**src/rtl/fetch_pkg.sv**
```systemverilog
// rtl/fetch_pkg.sv - shared state encodings and sizing constants for the fetch controller
// Purpose: FSM state type, default timeout and instruction counter width used by
//          fetch_ctrl and fetch_timer.
// Ports:   none (package).
package fetch_pkg;

  typedef enum logic [2:0] {
    FSM_FC_IDLE     = 3'd0,
    FSM_FC_MEM_WAIT = 3'd1,
    FSM_FC_IR_WR    = 3'd2,
    FSM_FC_IR_WAIT  = 3'd3,
    FSM_FC_DONE     = 3'd4,
    FSM_FC_ERR      = 3'd5
  } fc_state_t;

  // Default wait budget for mem_ack / ir_wr_ack; legal range 2..255.
  localparam int PA_TIMEOUT_DEF = 16;

  // Width of the completed-fetch counter.
  localparam int INST_CNT_W = 16;

endpackage

```
**src/rtl/fetch_timer.sv**
```systemverilog
// rtl/fetch_timer.sv - 8-bit wait-cycle counter with clear, enable and expired flag
// Purpose: counts cycles spent waiting for an acknowledge.
// Ports:
//   clk      in   system clock
//   rst      in   asynchronous active-high reset
//   clr      in   synchronous clear to 0 (wins over en)
//   en       in   count enable
//   expired  out  high while the count equals PA_TIMEOUT-1
module fetch_timer
  import fetch_pkg::*;
#(
  parameter int PA_TIMEOUT = PA_TIMEOUT_DEF
) (
  input  logic clk,
  input  logic rst,
  input  logic clr,
  input  logic en,
  output logic expired
);

  localparam logic [7:0] LAST = 8'(PA_TIMEOUT - 1);

  logic [7:0] count;

  always_ff @(posedge clk or posedge rst) begin
    if (rst) begin
      count <= 8'd0;
    end else if (clr) begin
      count <= 8'd0;
    end else if (en) begin
      count <= count + 8'd1;
    end
  end

  // Count is registered, so expired is glitch-free for the FSM.
  assign expired = (count == LAST);

endmodule

```
**src/rtl/fetch_ctrl.sv**
```systemverilog
// rtl/fetch_ctrl.sv - single instruction fetch sequencer: memory read, IR write, completion
// Purpose: reads one word at the requested PC, writes it into the instruction register
//          over the ir_wr / ir_wr_ack handshake and reports completion or timeout.
// Ports:
//   clk, rst    in   clock, asynchronous active-high reset
//   fetch_req   in   start fetch (sampled in IDLE), pc_in fetch address
//   err_clr     in   leave the error state
//   mem_rd      out  read request level, mem_addr latched address
//   mem_rdata   in   read data, valid with mem_ack pulse
//   ir_data     out  word to IR, ir_wr one-cycle write strobe, ir_wr_ack in acknowledge
//   fetch_busy  out  high outside IDLE, fetch_done one-cycle completion pulse
//   fetch_err   out  timeout flag, inst_cnt completed fetch count (wrapping)
module fetch_ctrl
  import fetch_pkg::*;
#(
  parameter int PA_DATA_WIDTH = 32,
  parameter int PA_ADDR_WIDTH = 32,
  parameter int PA_TIMEOUT    = PA_TIMEOUT_DEF
) (
  input  logic                     clk,
  input  logic                     rst,
  input  logic                     fetch_req,
  input  logic [PA_ADDR_WIDTH-1:0] pc_in,
  input  logic                     err_clr,
  output logic                     mem_rd,
  output logic [PA_ADDR_WIDTH-1:0] mem_addr,
  input  logic [PA_DATA_WIDTH-1:0] mem_rdata,
  input  logic                     mem_ack,
  output logic [PA_DATA_WIDTH-1:0] ir_data,
  output logic                     ir_wr,
  input  logic                     ir_wr_ack,
  output logic                     fetch_busy,
  output logic                     fetch_done,
  output logic                     fetch_err,
  output logic [INST_CNT_W-1:0]    inst_cnt
);

  fc_state_t state;
  fc_state_t next_state;
  logic      tmr_clr;
  logic      tmr_en;
  logic      tmr_expired;

  fetch_timer #(
    .PA_TIMEOUT(PA_TIMEOUT)
  ) u_timer (
    .clk    (clk),
    .rst    (rst),
    .clr    (tmr_clr),
    .en     (tmr_en),
    .expired(tmr_expired)
  );

  always_ff @(posedge clk or posedge rst) begin
    if (rst) begin
      state <= FSM_FC_IDLE;
    end else begin
      state <= next_state;
    end
  end

  // Acks are checked before the timer so an ack in the expiry cycle wins.
  always_comb begin
    next_state = state;
    tmr_clr    = 1'b0;
    tmr_en     = 1'b0;
    case (state)
      FSM_FC_IDLE: begin
        tmr_clr = 1'b1;
        if (fetch_req) next_state = FSM_FC_MEM_WAIT;
      end
      FSM_FC_MEM_WAIT: begin
        tmr_en = 1'b1;
        if (mem_ack)          next_state = FSM_FC_IR_WR;
        else if (tmr_expired) next_state = FSM_FC_ERR;
      end
      FSM_FC_IR_WR: begin
        tmr_clr    = 1'b1;
        next_state = FSM_FC_IR_WAIT;
      end
      FSM_FC_IR_WAIT: begin
        tmr_en = 1'b1;
        if (ir_wr_ack)        next_state = FSM_FC_DONE;
        else if (tmr_expired) next_state = FSM_FC_ERR;
      end
      FSM_FC_DONE: begin
        next_state = FSM_FC_IDLE;
      end
      FSM_FC_ERR: begin
        if (err_clr) next_state = FSM_FC_IDLE;
      end
      default: begin
        next_state = FSM_FC_IDLE;
      end
    endcase
  end

  // Outputs are registered from next_state so each one is valid in the same
  // cycle the FSM occupies the state it belongs to.
  always_ff @(posedge clk or posedge rst) begin
    if (rst) begin
      mem_rd     <= 1'b0;
      mem_addr   <= '0;
      ir_data    <= '0;
      ir_wr      <= 1'b0;
      fetch_busy <= 1'b0;
      fetch_done <= 1'b0;
      fetch_err  <= 1'b0;
      inst_cnt   <= '0;
    end else begin
      mem_rd     <= (next_state == FSM_FC_MEM_WAIT);
      ir_wr      <= (next_state == FSM_FC_IR_WR);
      fetch_busy <= (next_state != FSM_FC_IDLE);
      fetch_done <= (next_state == FSM_FC_DONE);
      fetch_err  <= (next_state == FSM_FC_ERR);
      if (state == FSM_FC_IDLE && fetch_req) begin
        mem_addr <= pc_in;
      end
      if (state == FSM_FC_MEM_WAIT && mem_ack) begin
        ir_data <= mem_rdata;
      end
      if (state == FSM_FC_IR_WAIT && next_state == FSM_FC_DONE) begin
        inst_cnt <= inst_cnt + 1'b1;
      end
    end
  end

endmodule
```
**config.mk**
```make
export PLATFORM = sky130hd
export DESIGN_NAME = fetch_ctrl
export DESIGN_NICKNAME = d
export VERILOG_FILES = /design/src/rtl/fetch_pkg.sv /design/src/rtl/fetch_timer.sv /design/src/rtl/fetch_ctrl.sv
export SDC_FILE = /design/constraint.sdc
export NUM_CORES = 1
export LEC_CHECK = 0
export CORE_UTILIZATION = 25
export DETAILED_ROUTE_END_ITERATION = 10
export PLACE_DENSITY_LB_ADDON = 0.1
export SLEW_MARGIN = 20
export SYNTH_ARGS = -nofsm -noshare
export SYNTH_HDL_FRONTEND = slang
export SYNTH_SLANG_ARGS = --single-unit
```
**constraint.sdc**
```tcl
create_clock -name clk -period 4.6 [get_ports clk]
set_clock_uncertainty 0.1 [all_clocks]
set_input_delay 0.92 -clock clk [delete_from_list [all_inputs] [get_ports clk]]
set_output_delay 0.92 -clock clk [all_outputs]
set_load 0.02 [all_outputs]
```
# After elaboration in Yosys (flattened, before gate mapping)
# Cells that the tools add are included.
dict set report word_totals {
  ff_bits 96
  in_bits 70
  output_inout_bits 85
  word_cells 39
}
dict set report classes {
  addsub 2
  n_eq_ne 9
  mux 10
  reduce_logical 8
}
# cell count
set op_table {}
lappend op_table {{$add 16x1->16 const B} 1}
lappend op_table {{$mux 8} 2}
lappend op_table {{$mux 3} 5}
lappend op_table {{$pmux 3 s5} 1}
lappend op_table {{$eq 3x2->1 const B} 3}
lappend op_table {{$eq 3x3->1 const B} 3}
lappend op_table {{$add 8x1->8 const B} 1}
lappend op_table {{$eq 8x4->1 const B} 1}
lappend op_table {{$eq 3x1->1 const B} 2}
lappend op_table {{$reduce_or 2->1} 2}
lappend op_table {{$logic_and 1x1->1} 3}
lappend op_table {{$logic_not 3->1} 1}
lappend op_table {{$reduce_bool 3->1} 1}
lappend op_table {{$mux 1} 2}
lappend op_table {{$reduce_bool 2->1} 1}

# Logic depth before layout (Yosys ltp)
# Gate-level depths: netlist of the first run.
dict set report depth {
  depth_word 6
  ltp_mapped 7
  ltp_nobuf 6
}

# By module
# A second synthesis of the first run with hierarchy kept.
dict set report hier_totals {
  cells_unflattened 272
  area_unflattened_um2 3937.5
}
# mod n_inst cells_per_inst area_per_inst_um2 seq_area_each_um2
set by_module_without_submodules {}
lappend by_module_without_submodules {fetch_ctrl 1 232 3529.6 2202.1}
lappend by_module_without_submodules {fetch_timer 1 40 407.9 200.2}

# Worst setup path before layout of the first run
# Ideal clock, no wire load.
dict set report synth_path {
  path_kind {input port to flip-flop}
  from {in fetch_req}
  to {reg mem_addr[19]}
  setup_ns 0.125
  arrival_time_ns 1.765
  required_ns 4.375
  slack_ns 2.610
  cell_stages 4
  n_path_buf 1
  cell_sequence {nand2b_1 -> nor3_2 -> buf_4 -> mux2_2}
}
dict set report synth_via {
  elab_chain_cells 1
}
# item line_no
set synth_rtl {}
lappend synth_rtl {{start, declared} fetch_ctrl.sv:22} ;# input logic fetch_req,
lappend synth_rtl {{$logic_and 1x1->1} fetch_ctrl.sv:116} ;# if (state == FSM_FC_IDLE && fetch_req) begin
lappend synth_rtl {{end signal, assigned} fetch_ctrl.sv:117} ;# mem_addr <= pc_in;
lappend synth_rtl {{end, declared} fetch_ctrl.sv:26} ;# output logic [PA_ADDR_WIDTH-1:0] mem_addr,
# No other way between the ends.
# A chain may end at the register's enable or synchronous reset.

# Worst setup path in the final report of the first run
dict set report layout_path {
  from {in mem_ack}
  to {reg ir_data[0]}
}
dict set report layout_via {
  elab_chain_cells 1
}
# item line_no
set layout_rtl {}
lappend layout_rtl {{start, declared} fetch_ctrl.sv:28} ;# input logic mem_ack,
lappend layout_rtl {{$logic_and 1x1->1} fetch_ctrl.sv:119} ;# if (state == FSM_FC_MEM_WAIT && mem_ack) begin
lappend layout_rtl {{end signal, assigned} fetch_ctrl.sv:120} ;# ir_data <= mem_rdata;
lappend layout_rtl {{end, declared} fetch_ctrl.sv:29} ;# output logic [PA_DATA_WIDTH-1:0] ir_data,
# No other way between the ends.

==> results.json, run 1 <==
{
  "grtUsageMet1_pct": 15.08,
  "antenna_found_initial": 0,
  "drt_first_pass_iters": 4,
  "tightestPinTransition_ps": 915.2,
  "io_pins": 155,
  "ctsResizeCount": 0,
  "relSlewSlack_pct": 38.84,
  "place_congestion": 0.6805,
  "drive_gt1_share_pct": 19.95,
  "clock_latency_ps": 350,
  "synth_area_leaders": "dfrtp_1, mux2_2, xnor2_1, nand2_1, xor2_1",
  "cpPeakStageDelay_ps": 700,
  "grt_util_all_layers_pct": 12.41,
  "yosysWarnings": 0,
  "path_cells": "clkdlybuf4s50_1 -> nand2b_1 -> nor2_4 -> mux2_2",
  "core_area_um2": 15200,
  "vias_per_cell": 4.343,
  "min_to": "inst_cnt[15]",
  "yosysMostFrequentCell": "dfrtp_1",
  "finalSetupTns_ps": 0,
  "yosysSeqAreaShare_pct": 61.68,
  "leakagePower_uw": 0.002477,
  "hold_buffers": 0,
  "h-tree-depth": 3,
  "crit_fanout": 33,
  "synth_edf_count": 0,
  "period_share_pct": 55.37,
  "start_util_pct": 25.62,
  "cts-root-buf": "clkbuf_16",
  "num_vias": 2732,
  "crit_slowest_cell": "nor2_4",
  "path_class": "in -> reg",
  "cp-end-kind": "register",
  "synthTopCellsByCount": "dfrtp_1, mux2_2, nand2_1",
  "r2r-start": "state[2]",
  "dieHeight_um": 126.8,
  "dieArea_um2": 16080,
  "startpoint_type": "input port",
  "cts.reportedPaths.clkPinSlew_ps": 60,
  "syn_avg_cell_area_um2": 13.96,
  "final.min_clock_period_ps": 2547,
  "hp-start": "inst_cnt[15]",
  "synthCells": 279,
  "cp.required_ps": 4730,
  "synth_cell_types": 42,
  "finalHoldViolCount": 0,
  "synth_async_sr_flop_share_pct": 100.0,
  "wire_per_inst_um": 14.79,
  "num-nets-final": 508,
  "crit_arrival_ps": 2680,
  "powerDensity_nw_per_um2": 667.3,
  "grt_busiest_layer": "met2",
  "clockBufferDepth": 2,
  "ant_nets": 0,
  "synthFlopType": "dfrtp_1",
  "syn_area_um2": 3895,
  "synth_top_cell_area_share_pct": 61.68,
  "finalMaxSlewViolations": 0,
  "grtUsageMet2_pct": 20.46,
  "wirelength_um": 9306,
  "grt_overflow": 0,
  "synth_top_area_cell": "dfrtp_1",
  "ir_worst_vdd_mv": 0.2723,
  "grt_max_degree": 57,
  "post_cts_buffers": 0,
  "syn-num-nets": 351,
  "p_total_uw": 3964,
  "rsz0062_at_grt": "false",
  "whs_path_depth": 1,
  "cap_violations": 0,
  "setup_violations": 0,
  "rows": 45,
  "hp-class": "reg -> reg",
  "worstRegToRegCells": 3,
  "area_growth_pct": 52.52,
  "ys_seq_elements": 96,
  "portBuffers": 154,
  "grt_pass1_wl_um": 15150,
  "antennaDiodeCount": 0,
  "grt_pass1_vias": 2852,
  "first_iter_violations": 67,
  "cts_sinks": 96,
  "fmax_mhz": 392.6,
  "drc_errors": 0,
  "reg2reg_slack_ps": 2160,
  "worstReg2RegEnd": "ir_data[0]",
  "dp.final_hpwl_um": 6447,
  "numCtsBuffers": 9,
  "die_width_um": 126.8,
  "cts_tree": "built",
  "status": "completed",
  "global_route.usage.met3_pct": 4.302
}
==> area by class of cell <==
| type | count | area [um2] |
|---|---|---|
| Fill cell | 1472 | 9261 |
| Sequential cell | 96 | 2402 |
| Timing Repair Buffer | 157 | 1564 |
| Multi-Input combinational cell | 166 | 1395 |
| Tap cell | 188 | 235.2 |
| Clock buffer | 10 | 229.0 |
| Clock inverter | 6 | 90.09 |
| Inverter | 6 | 25.02 |
==> through the flow <==
stage                     std cells  hold WS [ps]  util (%)  setup slack, ps  area, um2
after floorplan                 279         370.0         -             1075       3895
after global placement          613         357.0     36.98             1645       5622
after detailed placement        613         364.7     36.98             1627       5622
after CTS                       629         373.9     39.08             2008       5941
after global routing            629         396.2     39.08             1924       5941
final                           629         362.8     39.08             2053       5941
==> power by group <==
group	internal [uW]	leakage (uW)	switching [uW]	total, uW
sequential	1190	0.00118	212	1400
clock	480	0.000153	331	811
combinational	949	0.00114	807	1760
total	2610	0.00248	1350	3960
==> worst max-delay path: cells and delay by family <==
family	cells	cell delay (ps)
AND/OR/NAND/NOR	2	810
buffers and inverters	1	500
multiplexers	1	420
==> per-layer routing <==
metal	routed length, um	part of all wire (%)
met1	4161	45
met2	4576	49
met3	435	4.7
met4	133	1.4
met5	0	0
==> cells by family after synthesis <==
kind of cell / Yosys count / share of synthesized area (%)
AO/OA/AOI/OAI: 20 / 3.502
XOR/XNOR: 15 / 3.373
adder cells (fa/ha/maj): 2 / 0.6424
buffers and inverters: 17 / 2.666
flip-flops: 96 / 61.68
multiplexers: 66 / 19.02
AND/OR/NAND/NOR: 63 / 9.124
==> placed cells by master, fill, tap and decap left out, types with 2 or more instances in the layout <==
cell type / synthesis / final
mux2_2: 62 / 62
nand2b_1: 6 / 6
mux2i_1: 2 / 2
ha_1: 2 / 2
nor2_1: 5 / 5
o21ai_0: 6 / 6
and3_1: 5 / 5
nand3_1: 6 / 6
bufinv_16: 0 / 2
nand2_1: 18 / 18
buf_4: 4 / 3
o21a_1: 2 / 2
inv_6: 0 / 2
inv_1: 5 / 4
a21o_1: 3 / 3
nand3b_1: 2 / 2
clkbuf_16: 0 / 9
xor2_1: 5 / 5
xnor2_1: 10 / 10
and4_1: 2 / 2
mux2_1: 2 / 2
dfrtp_1: 96 / 96
a21oi_1: 2 / 2
nand4_1: 6 / 6
nor3_1: 3 / 3
clkdlybuf4s50_1: 0 / 154
==> state kept, by name, summed over array words and instances, names as in the netlist <==
register	count
ir_data	32
mem_addr	32
inst_cnt	16
u_timer.count	8
state	3
fetch_busy	1
fetch_done	1
fetch_err	1
ir_wr	1
mem_rd	1
==> worst max path at each step <==
stage,startpoint,end,slack [ps],cells after the start
global route,mem_ack,ir_data[2],1920,4
floorplan,rst,fetch_busy,1070,1
finish,mem_ack,ir_data[0],2050,4
CTS,mem_ack,ir_data[0],2010,4
detailed placement,mem_ack,ir_data[12],1630,4
global placement,mem_ack,ir_data[0],1650,4
(Power assumes the default switching activity.)
==> inputs of run 2 (changes only) <==
clock period = 2.6 ns   (was 4.6 ns; I/O delays follow)
==> run 2 against run 1 <==
Net effect:
- clock-buffer cell count stayed put
- critical path depth is 3 lower
- worst setup slack worse by 1500 ps
- die area stayed put
- register-to-register slack worse by 1500 ps
- sequential share of layout area is 0.11 points lower
- via count is 1.8% lower
- cell count is 0.16% higher
- sequential cell count stayed put
- power is 75% higher
- core utilization is 0.11 points higher
- cell area is 0.27% higher
- critical path type is now reg -> out
==> results.json, run 2 (synthesis gave the netlist of run 1 again) <==
{
  "hp-class": "reg -> reg",
  "cap_violations": 0,
  "dieHeight_um": 126.8,
  "r2r-start": "state[0]",
  "cts_tree": "built",
  "cts_sinks": 96,
  "clockBufferDepth": 2,
  "drive_gt1_share_pct": 20.14,
  "ir_worst_vdd_mv": 0.3740,
  "cp_top_family": "buffers and inverters",
  "finalMaxSlewViolations": 0,
  "postLayoutCellArea_um2": 5957,
  "place_congestion": 0.6898,
  "crit_slowest_cell": "clkdlybuf4s50_1",
  "final.min_clock_period_ps": 2061,
  "layout_common_cells": "clkdlybuf4s50_1, dfrtp_1, mux2_2",
  "cp-end-kind": "output port",
  "vias_per_cell": 4.259,
  "finalSetupTns_ps": 0,
  "drc_errors": 0,
  "multi_input_area_um2": 1395,
  "wirelength_um": 9091,
  "final_common_cell": "clkdlybuf4s50_1",
  "portBuffers": 154,
  "h-tree-depth": 3,
  "core_area_um2": 15200,
  "drt_first_pass_iters": 4,
  "ant_nets": 0,
  "leakagePower_uw": 0.002474,
  "first_iter_violations": 84,
  "relSlewSlack_pct": 65.79,
  "area_growth_pct": 52.94,
  "rows": 45,
  "n_fill_cell": 1488,
  "period_share_pct": 79.27,
  "fmax_mhz": 485.2,
  "seq_area_um2": 2402,
  "path_class": "reg -> out",
  "antennaDiodeCount": 0,
  "crit_arrival_ps": 1440,
  "cts-root-buf": "clkbuf_16",
  "hold_buffers": 0,
  "reg.largest.list": "ir_data: 32 flops, mem_addr: 32 flops, inst_cnt: 16 flops",
  "hold_ws_ps": 367.7,
  "hp-start": "inst_cnt[15]",
  "grt_max_degree": 97,
  "rsz0062_at_grt": "false",
  "start_util_pct": 25.62,
  "status": "completed",
  "ctsResizeCount": 0,
  "place_area_um2": 5668,
  "num_vias": 2683,
  "wire_per_inst_um": 14.43,
  "grt_pass1_wl_um": 14300,
  "grt_util_all_layers_pct": 11.69,
  "cp-startpoint": "inst_cnt[0]",
  "cp.required_ps": 1980,
  "dpl.cell_count": 614,
  "num-nets-final": 509,
  "antenna_found_initial": 0,
  "cts.reportedPaths.clkPinSlew_ps": 70,
  "die_width_um": 126.8,
  "cpPeakStageDelay_ps": 650,
  "grt_pass1_vias": 2672,
  "dp.final_hpwl_um": 6182,
  "path_cells": "clkdlybuf4s50_1",
  "crit_buf_inv": 1,
  "io_pins": 155,
  "setup_violations": 0,
  "finalHoldViolCount": 0,
  "tightestPinTransition_ps": 513.2,
  "final_cells": 630,
  "powerDensity_nw_per_um2": 1161,
  "grt_overflow": 0,
  "crit_fanout": 6,
  "clock_latency_ps": 340,
  "startpoint_type": "register",
  "post_cts_buffers": 0,
  "dieArea_um2": 16080,
  "numCtsBuffers": 9
}
[run 2: layout make-up]
| class | count | share of cell area (%) |
|---|---|---|
| Sequential cell | 96 | 40.33 |
| Timing Repair Buffer | 158 | 27.01 |
| Multi-Input combinational cell | 166 | 23.42 |
| Tap cell | 188 | 3.949 |
| Clock buffer | 10 | 3.844 |
| Clock inverter | 6 | 1.008 |
| Inverter | 6 | 0.4411 |
[run 2: worst paths after layout]
check | end | cells past startpoint | slack [ps]
min | inst_cnt[15] | 1 | 370
max reg2reg | inst_cnt[12] | 6 | 620
min reg2reg | inst_cnt[15] | 1 | 370
max in group asynchronous | ir_data[30] | 3 | 1430
max | inst_cnt[0] | 1 | 540
min in group asynchronous | ir_data[3] | 3 | 580
[run 2: per-layer routing]
layer  GRT usage (%)  up-vias  wire (um)
met1           14.54     1299       4106
li1                -     1294          -
met3           4.091        9        539
met5               0        -          0
met4           4.412        0        123
met2           18.62       81       4322
[run 2: power breakdown]
part | internal (uW) | switching [uW] | total [uW]
Combinational | 1720 | 1440 | 3160
Sequential | 2100 | 359 | 2460
Clock | 741 | 563 | 1300
Total | 4560 | 2360 | 6920
[run 2: per-stage QoR]
stage | worst slack (ps) | total power [uW] | util [%]
2_1_floorplan | 846.3 | 4201 | -
3_3_place_gp | 508.1 | 5662 | 37.28
3_5_place_dp | 449.1 | 5695 | 37.28
4_1_cts | 512.7 | 7057 | 39.19
5_1_grt | 380.1 | 7335 | 39.19
6_report | 538.9 | 6918 | 39.19
==> inputs of run 3 (changes only) <==
clock period = 2.15 ns   (was 2.6 ns; I/O delays follow)
==> run 3 against run 2 <==
Net effect:
- critical path depth unchanged
- global-route usage increased by 0.28 points
- combinational power increased by 23%
- sequential cell count unchanged
- hold slack improved by 6.3 ps
- first-iteration DRC count decreased by 9.5%
- via count increased by 1.5%
- clock-buffer cell count increased by 1
- die area unchanged
- critical path type unchanged
- critical endpoint unchanged
- largest power group unchanged
==> results.json, run 3 (synthesis gave the netlist of run 1 again) <==
{
  "layout_common_cells": "clkdlybuf4s50_1, dfrtp_1, mux2_2",
  "dieArea_um2": 16080,
  "crit_fanout": 6,
  "first_iter_violations": 76,
  "seq_area_um2": 2402,
  "portBuffers": 154,
  "num_vias": 2724,
  "finalSetupTns_ps": 0,
  "rsz0062_at_grt": "false",
  "drc_errors": 0,
  "reg.largest.list": "ir_data: 32 flops, mem_addr: 32 flops, inst_cnt: 16 flops",
  "reg2reg_slack_ps": 330,
  "num-nets-final": 513,
  "core_area_um2": 15200,
  "h-tree-depth": 3,
  "area_growth_pct": 54.29,
  "crit_buf_inv": 1,
  "grt_overflow": 0,
  "clock_latency_ps": 350,
  "finalHoldViolCount": 0,
  "grt_max_degree": 97,
  "crit_slowest_cell": "clkdlybuf4s50_1",
  "vias_per_cell": 4.297,
  "start_util_pct": 25.62,
  "io_pins": 155,
  "clockBufferDepth": 2,
  "place_congestion": 0.6945,
  "numCtsBuffers": 9,
  "min_to": "inst_cnt[15]",
  "r2r-start": "state[0]",
  "p_total_uw": 8489,
  "antennaDiodeCount": 0,
  "fin_ws_ps": 154.5,
  "powerDensity_nw_per_um2": 1413,
  "cts_sinks": 96,
  "cts-root-buf": "clkbuf_16",
  "worstRegToRegCells": 6,
  "cp.required_ps": 1620,
  "cap_violations": 0,
  "die_width_um": 126.8,
  "worstReg2RegEnd": "inst_cnt[12]",
  "setup_violations": 0,
  "ir_worst_vdd_mv": 0.4343,
  "crit_arrival_ps": 1470,
  "status": "completed",
  "wire_per_inst_um": 14.54,
  "leakagePower_uw": 0.002505,
  "fmax_mhz": 501.1,
  "drt_first_pass_iters": 4,
  "relSlewSlack_pct": 61.50,
  "grt_pass1_vias": 2777,
  "hp-class": "reg -> reg",
  "post_cts_buffers": 0,
  "grt_pass1_wl_um": 14610,
  "cpPeakStageDelay_ps": 650,
  "hold_buffers": 0,
  "dp.final_hpwl_um": 6272,
  "final_common_cell": "clkdlybuf4s50_1",
  "grt_util_all_layers_pct": 11.96,
  "tightestPinTransition_ps": 577.5,
  "cts_tree": "built",
  "period_share_pct": 92.81,
  "cp-end-kind": "output port",
  "path_class": "reg -> out",
  "path_cells": "clkdlybuf4s50_1",
  "finalMaxSlewViolations": 0,
  "ctsResizeCount": 0,
  "cp_top_family": "buffers and inverters",
  "startpoint_type": "register",
  "pre_cts_slack_ps": 118.3,
  "cp.depth": 1,
  "rows": 45,
  "antenna_found_initial": 0,
  "multi_input_area_um2": 1395,
  "wirelength_um": 9221,
  "final.min_clock_period_ps": 1996,
  "ant_nets": 0,
  "drive_gt1_share_pct": 20.85,
  "whs_path_depth": 1,
  "n_fill_cell": 1447,
  "dieHeight_um": 126.8,
  "hp-start": "inst_cnt[15]",
  "cts.reportedPaths.clkPinSlew_ps": 70
}
run 3: layout make-up:
class / instances / area share (%)
Tap cell: 188 / 3.914
Inverter: 6 / 0.4372
Clock buffer: 11 / 4.039
Sequential cell: 96 / 39.97
Clock inverter: 5 / 0.9369
Timing Repair Buffer: 162 / 27.48
Multi-Input combinational cell: 166 / 23.21
run 3: metrics by stage:
| step | cells | instance area (um2) | utilization, % | hold slack, ps |
|---|---|---|---|---|
| finish | 634 | 6010 | 39.53 | 374.0 |
| global route | 634 | 6010 | 39.53 | 401.7 |
| CTS | 634 | 6010 | 39.53 | 385.6 |
| detailed placement | 618 | 5710 | 37.56 | 376.8 |
| global placement | 618 | 5710 | 37.56 | 358.0 |
| floorplan | 279 | 3899 | - | 370.0 |
run 3: worst max-delay path by stage:
stage                startpoint  slack [ps]           end
global placement        mem_ack         140   ir_data[13]
detailed placement    fetch_req         120  mem_addr[16]
floorplan                   rst         490    fetch_busy
global route        inst_cnt[0]         100   inst_cnt[0]
CTS                 inst_cnt[0]         130   inst_cnt[0]
finish              inst_cnt[0]         150   inst_cnt[0]
run 3: metal layers:
layer  vias up  track usage, %  part of all wire [%]
li1       1303               -                     -
met1      1335           14.38                    43
met2        78           19.94                    50
met3         8           3.669                   5.3
met4         0           4.832                   1.6
met5         -               0                     0
run 3: power breakdown:
group	switching, uW	internal (uW)
clock	696	932
combinational	1760	2130
sequential	439	2540
total	2890	5600
==> RTL edit 1 (config.mk and constraints of run 2) <==
Put one more register stage on the output `inst_cnt`, cleared by the reset. The value now appears one clock later. The other outputs are not delayed to match.
--- a/src/rtl/fetch_ctrl.sv
+++ b/src/rtl/fetch_ctrl.sv
@@ -34,6 +34,8 @@
   output logic                     fetch_err,
   output logic [INST_CNT_W-1:0]    inst_cnt
 );
+
+  logic [INST_CNT_W-1:0] inst_cnt_s0;
 
   fc_state_t state;
   fc_state_t next_state;
@@ -106,7 +108,7 @@
       fetch_busy <= 1'b0;
       fetch_done <= 1'b0;
       fetch_err  <= 1'b0;
-      inst_cnt   <= '0;
+      inst_cnt_s0 <= '0;
     end else begin
       mem_rd     <= (next_state == FSM_FC_MEM_WAIT);
       ir_wr      <= (next_state == FSM_FC_IR_WR);
@@ -120,9 +122,17 @@
         ir_data <= mem_rdata;
       end
       if (state == FSM_FC_IR_WAIT && next_state == FSM_FC_DONE) begin
-        inst_cnt <= inst_cnt + 1'b1;
+        inst_cnt_s0 <= inst_cnt_s0 + 1'b1;
       end
     end
   end
 
+  always_ff @(posedge clk or posedge rst) begin
+    if (rst) begin
+      inst_cnt <= '0;
+    end else begin
+      inst_cnt <= inst_cnt_s0;
+    end
+  end
+
 endmodule
Function: changed (a bounded check fails within 10 cycles, from zero or initial values and one cycle with rst high).
==> RTL edit 1 against run 2 <==
- design area grew 8.3%
- combinational power about the same
- sequential power up 14%
- critical path depth up 4
- sequential cell count grew 16
- global-route usage down 0.16 points
- area after synthesis up 11%
- via count increased by 4.2%
- worst setup slack improved by 0.051 ns
- largest power group unchanged
- power rose by 6.1%
- first-iteration DRC count increased by 21%
- non-clock buffer count is the same
- critical endpoint is now inst_cnt_s0[6]$_DFFE_PP0P_
- routed wire length grew 5.2%
- count of clock-buffer cells in the layout up 2
- highest routed layer unchanged
==> RTL edit 1: results (changes against run 2) <==
RUN STATUS
---------------------------------------------------------------------------------------
Run status                                                                 finished, final reports clean

YOSYS
---------------------------------------------------------------------------------------
Adder and majority gate portion of the synthesized area                         0.00578   -0.000641
Multiplexer share of the synthesized area                                         0.177   -0.0135
Most area-consuming cells after synthesis                                  sky130_fd_sc_hd__dfrtp_1, sky130_fd_sc_hd__mux2_2, sky130_fd_sc_hd__xnor2_1
Average footprint of a synthesized cell                                      14.9 sq um   +6.9%
Most instantiated cells after synthesis                                    sky130_fd_sc_hd__dfrtp_1, sky130_fd_sc_hd__mux2_2, sky130_fd_sc_hd__nand2_1
Post-Synth XOR/XNOR Area                                                         0.0304   -0.00337
Compound-Gate Fraction of Synth Area                                             0.0278   -0.00725
Sequential-to-total area share from yosys stat                                    0.648   +0.0310
Count of distinct cell types in the synthesized netlist                              41   -2.4%

LAYOUT
---------------------------------------------------------------------------------------
Sequential fraction of total cell area                                            0.434   +0.0312
Reg area                                                                     2800 sq um   +17%
Inverters, non-clock                                                                  5   -1
Proportion of layout cells with a drive suffix above 1                            0.228   +0.0265
Registers with the most flip-flops                                         ir_data: 32 flops, mem_addr: 32 flops
Proportion of cell area spent on the clock network                               0.0465   -0.00197
Fill cell total of the finished layout                                             1621   +8.9%
Area share of buffers outside the clock network                                   0.251   -0.0188
Total number of multi-input combinational cells                                     161   -3.0%
Number of nets at the end of the flow                                               519   +2.0%
Multi-input gate share of the layout cell area                                    0.221   -0.0127

PLACE
---------------------------------------------------------------------------------------
Final HPWL from detailed placement                                              6640 um   +7.4%
Final weighted congestion in routability-driven placement                         0.730   +5.9%
Number of cells after detailed placement                                            656   +6.8%
Pre-CTS worst setup slack                                                      0.313 ns   -0.136 ns

WORST SETUP PATH
---------------------------------------------------------------------------------------
Slowest library cell on the worst path                                     sky130_fd_sc_hd__dfrtp_1
Delay of the slowest cell on the worst path                                     0.68 ns   +0.03 ns
Maximum net fanout on the critical path                                              24   +18
Kind of cell with the highest combined delay on the critical path          simple AND/OR/NAND/NOR gates

GLOBAL ROUTING
---------------------------------------------------------------------------------------
Wire length of the first global-routing pass                                   15700 um   +9.8%
Largest net degree at the start of global routing                                    55   -43%
Total global-route track usage                                                    0.115   -0.00163
Via count of the first global-routing pass                                         2838   +6.2%

POWER AND IR DROP
---------------------------------------------------------------------------------------
Sequential power share                                                            0.383   +0.028
Leak Pwr                                                                        2.74 nW   +11%
Worst voltage drop across the vdd grid                                         0.423 mV   +13%
Power in sequential cells                                                     0.00281 W   +14%
Reported net switching power                                                  0.00249 W   +5.6%
Power in the clock group                                                      0.00138 W   +6%

CLOCKING
---------------------------------------------------------------------------------------
Setup Fix Bufs, Post-CTS                                                              0   unchanged
Clock sink total                                                                    112   +17%

DRT
---------------------------------------------------------------------------------------
Post-DR vias/cell                                                                  4.16   -2.3%
Detail-routed net length per standard cell                                      14.2 um   -1.4%
Number of violations reported at the end of detailed-routing iteration 0            102   +21%
Post-detailed-routing wire length                                               9560 um   +5.2%

TIMING
---------------------------------------------------------------------------------------
Relative slew slack                                                               0.456   -0.202

## RTL edit 1: final timing paths
kind,start,to,slack [ns],depth (start not counted)
worst min register to register,inst_cnt_s0[15]$_DFFE_PP0P_,inst_cnt[15]$_DFF_PP0_,0.32,0
worst min-delay path,inst_cnt_s0[15]$_DFFE_PP0P_,inst_cnt[15]$_DFF_PP0_,0.32,0
min in group asynchronous,rst,ir_data[21]$_DFFE_PP0P_,0.40,2
worst max-delay path,state[2]$_DFF_PP0_,inst_cnt_s0[6]$_DFFE_PP0P_,0.59,5
worst max register to register,state[2]$_DFF_PP0_,inst_cnt_s0[6]$_DFFE_PP0P_,0.59,5
max in group asynchronous,rst,mem_addr[7]$_DFFE_PP0P_,1.39,3
## RTL edit 1: routing by layer
metal	global-route usage	up-vias	share of wire
li1	-	1320	-
met1	0.151	1371	0.46
met5	0	-	0
met4	0.0492	0	0.017
met3	0.0381	10	0.065
met2	0.174	94	0.45
==> RTL edit 2 (flow settings as in run 2) <==
Without the edit above. The package constant `INST_CNT_W` goes from 16 to 12.
--- a/src/rtl/fetch_pkg.sv
+++ b/src/rtl/fetch_pkg.sv
@@ -17,7 +17,7 @@
   localparam int PA_TIMEOUT_DEF = 16;
 
   // Width of the completed-fetch counter.
-  localparam int INST_CNT_W = 16;
+  localparam int INST_CNT_W = 12;
 
 endpackage
 
Ports: changed (resized inst_cnt); port bits go from 155 to 151. No check against the original RTL was run, so the function may have changed too.
==> RTL edit 2 against run 2 <==
- design area is 4.1% lower
- area after synthesis fell by 5.0%
- sequential cell count is 4 lower
- routed wire length fell by 4.3%
- synthesized cell count shrank 6.1%
- first-iteration DRC count is 20% higher
- power is 2.6% lower
- worst setup slack better by 0.010 ns
==> RTL edit 2: results (changes against run 2) <==
PLACE
---------------------------------------------------------------------------------------
Final weighted congestion in routability-driven placement                         0.747   +8.3%
Pre-CTS worst setup slack                                                      0.412 ns   -0.0367 ns
Final HPWL from detailed placement                                              6330 um   +2.5%
Number of input and output port buffers inserted                                    150   -2.6%

POWER AND IR DROP
---------------------------------------------------------------------------------------
Worst voltage drop across the vdd grid                                         0.368 mV   -1.6%

WORST SETUP PATH
---------------------------------------------------------------------------------------
Worst Reg2Reg Path Length in Cells                                                    4   -2
Worst reg2reg path endpoint                                                ir_data[8]$_DFFE_PP0P_

GLOBAL ROUTING
---------------------------------------------------------------------------------------
Total global-route track usage                                                    0.120   +0.00297
Wire length of the first global-routing pass                                   13500 um   -5.4%
Largest net degree at the start of global routing                                    47   -52%
Via count of the first global-routing pass                                         2547   -4.7%

LAYOUT
---------------------------------------------------------------------------------------
Number of nets at the end of the flow                                               490   -3.7%
Registers with the most flip-flops                                         ir_data: 32 flops, mem_addr: 32 flops, inst_cnt: 12 flops
Proportion of layout cells with a drive suffix above 1                           0.0686   -0.133

RUN STATUS
---------------------------------------------------------------------------------------
Run status                                                                 finished, final reports clean

DRT
---------------------------------------------------------------------------------------
Number of violations reported at the end of detailed-routing iteration 0            101   +20%
Detail-routed net length per standard cell                                      14.3 um   -0.72%
Total via count in the routed design                                               2565   -4.4%

TIMING
---------------------------------------------------------------------------------------
Period utilization                                                                0.789   -0.00394
Relative slew slack                                                               0.599   -0.0585

YOSYS
---------------------------------------------------------------------------------------
Count of distinct cell types in the synthesized netlist                              34   -19%
Number of nets produced by synthesis                                                334   -4.8%
Most area-consuming cells after synthesis                                  sky130_fd_sc_hd__dfrtp_1, sky130_fd_sc_hd__mux2_1, sky130_fd_sc_hd__nand2_1
Most instantiated cells after synthesis                                    sky130_fd_sc_hd__dfrtp_1, sky130_fd_sc_hd__mux2_1, sky130_fd_sc_hd__nand2_1

CLOCKING
---------------------------------------------------------------------------------------
Buffers from clock root to sink, at most                                              2   unchanged

RTL edit 2: changes by cell type after synthesis, sizes merged, moves of 3 or more:
cell	delta
a21o	-3
dfrtp	-4
nand2b	-3
nand3	-4
nor4	+4
xnor2	-3
RTL edit 2: worst min path at each step:
stage / from / to / slack, ns / cells past startpoint
2_1_floorplan: u_timer.count[2]$_DFFE_PP0P_ / u_timer.count[2]$_DFFE_PP0P_ / 0.36 / 1
3_3_place_gp: ir_data[22]$_DFFE_PP0P_ / ir_data[22]$_DFFE_PP0P_ / 0.37 / 1
3_5_place_dp: mem_addr[15]$_DFFE_PP0P_ / mem_addr[15]$_DFFE_PP0P_ / 0.37 / 1
4_1_cts: mem_addr[15]$_DFFE_PP0P_ / mem_addr[15]$_DFFE_PP0P_ / 0.39 / 1
5_1_grt: mem_addr[15]$_DFFE_PP0P_ / mem_addr[15]$_DFFE_PP0P_ / 0.40 / 1
6_report: mem_addr[17]$_DFFE_PP0P_ / mem_addr[17]$_DFFE_PP0P_ / 0.38 / 1
RTL edit 2: layout make-up:
cell class	count	area, sq um
Clock buffer	12	256
Clock inverter	4	47.5
Fill cell	1396	8770
Inverter	8	33.8
Multi-Input combinational cell	152	1290
Sequential cell	92	2300
Tap cell	184	230
Timing Repair Buffer	155	1550
RTL edit 2: logic make-up after synthesis:
logic type                 Yosys count  synth area share
xor gates and xnor gates            13            0.0308
adders and majority gates            2           0.00676
muxes                               64             0.195
and+or+nand+nor                     57            0.0903
DFF                                 92             0.622
buffers and inverters               18            0.0291
AOI/OAI and AO/OA                   16            0.0260
RTL edit 2: routing by layer:
layer	global-route usage	wire, um
met3	0.0252	536
met5	0	0
met1	0.162	4080
met4	0.0700	200
met2	0.176	3880
RTL edit 2: report_power, final:
group,total (W),switching [W],internal [W]
Clock,0.00134,0.000542,0.000795
Sequential,0.00240,0.000359,0.00204
Combinational,0.00300,0.00144,0.00156
Total,0.00674,0.00234,0.00440
RTL edit 2: through the flow:
stage / instances / cell area (sq um) / hold slack [ns] / total power [W] / utilization
floorplan: 262 / 3700 / 0.365 / 0.00399 / -
global placement: 591 / 5410 / 0.366 / 0.00546 / 0.373
detailed placement: 591 / 5410 / 0.374 / 0.00550 / 0.373
CTS: 607 / 5710 / 0.389 / 0.00688 / 0.394
global route: 607 / 5710 / 0.396 / 0.00721 / 0.394
finish: 607 / 5710 / 0.382 / 0.00674 / 0.394
